`src/rtl/mem_stage_pkg.sv`:
```
// Shared definitions for the MEM pipeline stage: default widths, the
// two-state cache handshake encoding and the byte-lane enable helper.
package mem_stage_pkg;

  localparam int DEF_REG_SIZE  = 32;
  localparam int DEF_ADDR_SIZE = 32;
  localparam int DEF_REG_ADDR  = 5;

  // 1-bit state encoding: idle / waiting on the data cache
  typedef enum logic {
    MEM_IDLE = 1'b0,
    MEM_WAIT = 1'b1
  } mem_state_e;

  // One-hot byte enable for the lane addressed by the low address bits
  function automatic logic [3:0] byte_lane_be(input logic [1:0] lane);
    return 4'b0001 << lane;
  endfunction

endpackage

```
`src/rtl/mem_stage_load_align.sv`:
```
// Load data alignment for byte accesses: picks the lane addressed by the
// low address bits and sign-extends it; word loads pass through.
module mem_stage_load_align
  import mem_stage_pkg::*;
#(
  parameter int REG_SIZE = DEF_REG_SIZE
) (
  input  logic [REG_SIZE-1:0] rdata,
  input  logic [1:0]          lane,
  input  logic                byte_sel,
  output logic [REG_SIZE-1:0] data
);

  logic [7:0] lane_byte_s;

  // Select the addressed byte lane and sign-extend it for byte loads
  always_comb begin
    lane_byte_s = 8'h00;
    case (lane)
      2'b00:   lane_byte_s = rdata[7:0];
      2'b01:   lane_byte_s = rdata[15:8];
      2'b10:   lane_byte_s = rdata[23:16];
      2'b11:   lane_byte_s = rdata[31:24];
      default: lane_byte_s = rdata[7:0];
    endcase
    if (byte_sel) begin
      data = {{(REG_SIZE-8){lane_byte_s[7]}}, lane_byte_s};
    end else begin
      data = rdata;
    end
  end

endmodule

```
`src/rtl/mem_stage.sv`:
```
// MEM pipeline stage: branch resolution, req/ack data-cache access with
// upstream stall, and the registered MEM/WB bundle.
// Optional feature macro: MEM_BYTE_ACCESS_EN (byte loads/stores).
module mem_stage
  import mem_stage_pkg::*;
#(
  parameter int REG_SIZE  = DEF_REG_SIZE,
  parameter int ADDR_SIZE = DEF_ADDR_SIZE,
  parameter int REG_ADDR  = DEF_REG_ADDR
) (
  input  logic                 clk,
  input  logic                 reset,
  input  logic                 regwrite_in,
  input  logic                 memread,
  input  logic                 memwrite,
  input  logic                 memtoreg,
  input  logic                 branch,
  input  logic                 zero,
  input  logic                 overflow,
  input  logic                 byte_op,
  input  logic [REG_SIZE-1:0]  aluresult,
  input  logic [REG_SIZE-1:0]  store_data,
  input  logic [ADDR_SIZE-1:0] pc_branch,
  input  logic [REG_ADDR-1:0]  wreg_in,
  output logic                 pc_src,
  output logic [ADDR_SIZE-1:0] pc_target,
  output logic                 stall,
  output logic                 dc_req,
  output logic                 dc_we,
  output logic [ADDR_SIZE-1:0] dc_addr,
  output logic [REG_SIZE-1:0]  dc_wdata,
  output logic [3:0]           dc_be,
  input  logic                 dc_ack,
  input  logic [REG_SIZE-1:0]  dc_rdata,
  output logic                 regwrite_out,
  output logic [REG_SIZE-1:0]  wb_data,
  output logic [REG_ADDR-1:0]  wreg_out,
  output logic                 ovf_trap
);

  mem_state_e            state_r;
  mem_state_e            state_nxt_s;
  logic                  memop_s;
  logic                  stall_s;
  logic                  capture_s;
  logic                  complete_s;
  logic                  bubble_s;
  logic [REG_SIZE-1:0]   wb_data_nxt_s;
  logic [REG_SIZE-1:0]   load_data_s;
  logic [ADDR_SIZE-1:0]  dc_addr_nxt_s;
  logic [REG_SIZE-1:0]   dc_wdata_nxt_s;
  logic [3:0]            dc_be_nxt_s;

  logic                  dc_req_r;
  logic                  dc_we_r;
  logic [ADDR_SIZE-1:0]  dc_addr_r;
  logic [REG_SIZE-1:0]   dc_wdata_r;
  logic [3:0]            dc_be_r;
  logic                  regwrite_out_r;
  logic [REG_SIZE-1:0]   wb_data_r;
  logic [REG_ADDR-1:0]   wreg_out_r;
  logic                  ovf_trap_r;

  // A load wins when both read and write are requested
  assign memop_s = memread | memwrite;

  // State register: reset abandons any outstanding cache request
  always_ff @(posedge clk or posedge reset) begin
    if (reset) begin
      state_r <= MEM_IDLE;
    end else begin
      state_r <= state_nxt_s;
    end
  end

  // Next-state: issue on a memop, return to idle on the cache ack
  always_comb begin
    state_nxt_s = state_r;
    case (state_r)
      MEM_IDLE: begin
        if (memop_s) state_nxt_s = MEM_WAIT;
        else         state_nxt_s = MEM_IDLE;
      end
      MEM_WAIT: begin
        if (dc_ack) state_nxt_s = MEM_IDLE;
        else        state_nxt_s = MEM_WAIT;
      end
      default: state_nxt_s = MEM_IDLE;
    endcase
  end

  // Stage control: stall, request capture, MEM/WB completion or bubble
  always_comb begin
    stall_s       = 1'b0;
    capture_s     = 1'b0;
    complete_s    = 1'b0;
    bubble_s      = 1'b0;
    wb_data_nxt_s = aluresult;
    case (state_r)
      MEM_IDLE: begin
        if (memop_s) begin
          stall_s   = 1'b1;
          capture_s = 1'b1;
          bubble_s  = 1'b1;
        end else begin
          complete_s = 1'b1;
        end
      end
      MEM_WAIT: begin
        if (dc_ack) begin
          complete_s = 1'b1;
          if (memtoreg) wb_data_nxt_s = load_data_s;
          else          wb_data_nxt_s = aluresult;
        end else begin
          stall_s  = 1'b1;
          bubble_s = 1'b1;
        end
      end
      default: begin
        stall_s = 1'b0;
      end
    endcase
  end

  // Cache request fields presented on the issue edge
  always_comb begin
    dc_addr_nxt_s  = aluresult[ADDR_SIZE-1:0];
    dc_wdata_nxt_s = store_data;
    dc_be_nxt_s    = 4'b1111;
`ifdef MEM_BYTE_ACCESS_EN
    if (byte_op) begin
      dc_be_nxt_s    = byte_lane_be(aluresult[1:0]);
      dc_wdata_nxt_s = {(REG_SIZE/8){store_data[7:0]}};
    end else begin
      dc_be_nxt_s    = 4'b1111;
      dc_wdata_nxt_s = store_data;
    end
`else
    dc_addr_nxt_s[1:0] = 2'b00;
`endif
  end

`ifdef MEM_BYTE_ACCESS_EN
  logic byte_r;

  // Remember whether the outstanding request is a byte access
  always_ff @(posedge clk or posedge reset) begin
    if (reset) begin
      byte_r <= 1'b0;
    end else if (capture_s) begin
      byte_r <= byte_op;
    end
  end

  mem_stage_load_align #(
    .REG_SIZE (REG_SIZE)
  ) u_load_align (
    .rdata    (dc_rdata),
    .lane     (dc_addr_r[1:0]),
    .byte_sel (byte_r),
    .data     (load_data_s)
  );
`else
  logic unused_byte_op_s;
  assign unused_byte_op_s = byte_op;
  assign load_data_s      = dc_rdata;
`endif

  // Cache port registers and the MEM/WB bundle
  always_ff @(posedge clk or posedge reset) begin
    if (reset) begin
      dc_req_r       <= 1'b0;
      dc_we_r        <= 1'b0;
      dc_addr_r      <= '0;
      dc_wdata_r     <= '0;
      dc_be_r        <= 4'b0000;
      regwrite_out_r <= 1'b0;
      wb_data_r      <= '0;
      wreg_out_r     <= '0;
      ovf_trap_r     <= 1'b0;
    end else begin
      dc_req_r <= (state_nxt_s == MEM_WAIT);
      if (capture_s) begin
        dc_we_r    <= memwrite & ~memread;
        dc_addr_r  <= dc_addr_nxt_s;
        dc_wdata_r <= dc_wdata_nxt_s;
        dc_be_r    <= dc_be_nxt_s;
      end
      if (complete_s) begin
        regwrite_out_r <= regwrite_in & ~overflow;
        ovf_trap_r     <= regwrite_in & overflow;
        wb_data_r      <= wb_data_nxt_s;
        wreg_out_r     <= wreg_in;
      end else if (bubble_s) begin
        regwrite_out_r <= 1'b0;
        ovf_trap_r     <= 1'b0;
      end
    end
  end

  assign stall        = stall_s;
  assign pc_src       = branch & zero & ~stall_s;
  assign pc_target    = pc_branch;
  assign dc_req       = dc_req_r;
  assign dc_we        = dc_we_r;
  assign dc_addr      = dc_addr_r;
  assign dc_wdata     = dc_wdata_r;
  assign dc_be        = dc_be_r;
  assign regwrite_out = regwrite_out_r;
  assign wb_data      = wb_data_r;
  assign wreg_out     = wreg_out_r;
  assign ovf_trap     = ovf_trap_r;

endmodule

```
`config.mk`:
```
export PLATFORM = sky130hd
export DESIGN_NAME = mem_stage
export DESIGN_NICKNAME = d
export VERILOG_FILES = /design/src/rtl/mem_stage_pkg.sv /design/src/rtl/mem_stage_load_align.sv /design/src/rtl/mem_stage.sv
export SDC_FILE = /design/constraint.sdc
export NUM_CORES = 1
export LEC_CHECK = 0
export BUFFER_PORTS_ARGS = -buffer_cell sky130_fd_sc_hd__buf_2
export CAP_MARGIN = 20
export CORE_AREA = 2 2 112 114
export CTS_CLUSTER_SIZE = 20
export DETAILED_ROUTE_END_ITERATION = 6
export DIE_AREA = 0 0 114 116
export HOLD_SLACK_MARGIN = 0.12
export PLACE_DENSITY = 0.72
export SYNTH_ARGS = -nofsm -noshare
export SYNTH_HDL_FRONTEND = slang
export SYNTH_SLANG_ARGS = --single-unit
```
`constraint.sdc`:
```
create_clock -name clk -period 4.8 [get_ports clk]
set_clock_uncertainty 0.1 [all_clocks]
set_input_delay 0.72 -clock clk [delete_from_list [all_inputs] [get_ports clk]]
set_output_delay 0.72 -clock clk [all_outputs]
set_load 0.01 [all_outputs]
```
==> flow_summary.json <==
{
  "cts_resized": 0,
  "fmax_ghz": 0.363,
  "first_iter_violations": 126,
  "fin_crit_sh": 0.574,
  "grt_pass1_wl_mm": 16.2,
  "worstSetupStartpointType": "input pin",
  "cp-end-kind": "primary output",
  "pwr_density_cell_nw_per_um2": 454,
  "grt_max_degree": 64,
  "nets": 631,
  "hold_viol": 0,
  "htreeDepth": 3,
  "switching_power_mw": 0.703,
  "p_seq_frac": 0.443,
  "clockRootBuffer": "clkbuf_16",
  "drcViolationCount": 0,
  "wl_mm": 10.6,
  "cts_tree": "built",
  "r2r-end": "wb_data[16]",
  "die-area_um2": 13200,
  "via_per_inst": 4.85,
  "status": "finished, final reports clean",
  "coreArea_um2": 11900,
  "synth_cells": 304,
  "overflow": 0,
  "drv_slew": 0,
  "hold_class": "input pin to async pin",
  "power_frac_comb": 0.242,
  "max_stage_delay_ns": 0.38,
  "yosysSeqAreaShare": 0.585,
  "grt_antenna_before_repair": 0,
  "r2r_cells": 4,
  "worst_pin_slew_ns": 0.843,
  "cts_buffers": 9,
  "post_dp_cell_area_um2": 5360,
  "max_slew_margin": 0.438,
  "diodes": 0,
  "grt.total_usage": 0.159,
  "syn2layout_area_growth_pct": 28.1,
  "crit_family": "simple AND/OR/NAND/NOR gates",
  "final_area_um2": 5700,
  "rows": 40,
  "ios": 287,
  "yosysWarnings": 0,
  "cp.required_ns": 3.98,
  "via_count": 3098,
  "clk_latency_ns": 0.33,
  "p_leak_nw": 2.70,
  "yosysUniqueCellTypes": 20,
  "drive_above_1_share": 0.705,
  "rsz0062_at_grt": "false",
  "cp_common_cell": "buf_2",
  "cap_violations": 0,
  "finalSetupViolations": 0,
  "regToRegSetupSlack_ns": 2.77,
  "crit_fanout": 17,
  "cts_num_sinks": 104,
  "critPathSlowestCell": "or3_4",
  "dieHeight_um": 116,
  "syn_area_um2": 4450,
  "power_frac_clock": 0.315,
  "cp.arrival_ns": 1.93,
  "switching_share": 0.271,
  "final_common_cell": "buf_2",
  "cts_setup_buffers": 0,
  "start_util": 0.373,
  "finalCriticalPeriod_ns": 2.75,
  "clockBufferDepth": 2,
  "internal_power_mw": 1.89,
  "dp_hpwl_mm": 7.78,
  "avgSynthCellArea_um2": 14.6,
  "path_buf_inv": 2,
  "cp_cell_sequence": "buf_2 > or3_4 > nand2_2 > and3_1 > buf_2",
  "yosys_register_bits": 104,
  "fin_tns_setup_ns": 0,
  "worst-setup-path-type": "input pin to primary output",
  "die_w_um": 114,
  "place_congestion": 0.698,
  "grt_pass1_vias": 3245,
  "cts.clk_slew.worst_paths_ns": 0.07,
  "layout_common_cells": "buf_2 (219), dfrtp_1 (104), mux2_2 (67)",
  "wl_per_cell_um": 16.7,
  "postCtsHoldBufs": 0,
  "ant_nets": 0,
  "dr.pass1.iters": 4,
  "port_buffers": 219,
  "r2r-start": "dc_req",
  "ir_worst_vdd_v": 0.000207
}
-- registers in the layout, summed over array words and instances, names as in the netlist --
register,count
dc_we,1
ovf_trap,1
wreg_out,5
dc_addr,30
dc_wdata,32
wb_data,32
regwrite_out,1
dc_req,1
dc_be,1
-- layout make-up --
| type | count | area, um2 |
|---|---|---|
| clock inverters | 7 | 110 |
| clock buffers | 9 | 225 |
| well taps | 147 | 184 |
| repair buffers | 224 | 1140 |
| multi-input cells | 145 | 1420 |
| fillers | 1086 | 6210 |
| flip-flops and latches | 104 | 2600 |
| inverters | 3 | 13.8 |
-- routing by layer --
metal | vias up | track usage | wire (um)
li1 | 1409 | - | -
met1 | 1508 | 0.179 | 4170
met2 | 149 | 0.285 | 5420
met3 | 32 | 0.0424 | 837
met4 | 0 | 0.0691 | 215
met5 | - | 0 | 0
-- worst max-delay path by stage --
| stage | cells after the start | end | slack (ns) | start |
|---|---|---|---|---|
| after floorplan | 1 | dc_addr[10] | 1.25 | reset |
| after global placement | 5 | pc_src | 2.05 | memwrite |
| final | 5 | pc_src | 2.05 | memwrite |
| after CTS | 4 | pc_src | 2.04 | dc_req |
| after detailed placement | 5 | pc_src | 2.05 | memwrite |
| after global routing | 4 | pc_src | 1.97 | dc_req |
-- cells by family (layout without fill, tap and decap cells) --
logic type,after synthesis,count (layout),share of synthesized area
flip-flops,104,104,0.585
multiplexers,67,67,0.170
other,1,2,0.000843
AO/OA/AOI/OAI,36,36,0.0886
AND/OR/NAND/NOR,40,40,0.0579
buffers and inverters,56,243,0.0979
-- power by group through the flow --
| stage | sequential, mW | combinational [mW] | clock (mW) |
|---|---|---|---|
| detailed placement | 1.16 | 0.639 | 0 |
| global route | 1.17 | 0.679 | 0.882 |
| CTS | 1.15 | 0.638 | 0.848 |
| finish | 1.15 | 0.626 | 0.816 |
| global placement | 1.15 | 0.621 | 0 |
| floorplan | 1.25 | 0.290 | 0 |
-- metrics by stage --
step / setup slack (ns) / instances / utilization / hold WS, ns / power (mW)
floorplan: 1.25 / 305 / - / 0.450 / 1.54
global placement: 2.05 / 622 / 0.449 / 0.381 / 1.77
detailed placement: 2.05 / 623 / 0.450 / 0.389 / 1.80
CTS: 2.04 / 639 / 0.478 / 0.181 / 2.63
global route: 1.97 / 639 / 0.478 / 0.191 / 2.73
finish: 2.05 / 639 / 0.478 / 0.192 / 2.59
-- synthesized netlist by cell type --
cell type	instances	area [um2]
and3_1	2	12.5
conb_1	1	3.75
mux2_2	67	754
clkbuf_1	3	11.3
o21a_4	1	15.0
or2_2	32	200
nand2_1	1	3.75
nand2b_1	1	6.26
o221a_2	2	22.5
o221a_1	30	338
nand2_2	1	6.26
o21ai_2	1	8.76
dfrtp_1	104	2600
or3_4	1	11.3
buf_4	40	300
buf_6	10	113
nor3b_2	1	12.5
inv_1	3	11.3
nand3_1	1	5.00
a21oi_1	2	10.0
Note: power is estimated with default switching activity, not from simulation.
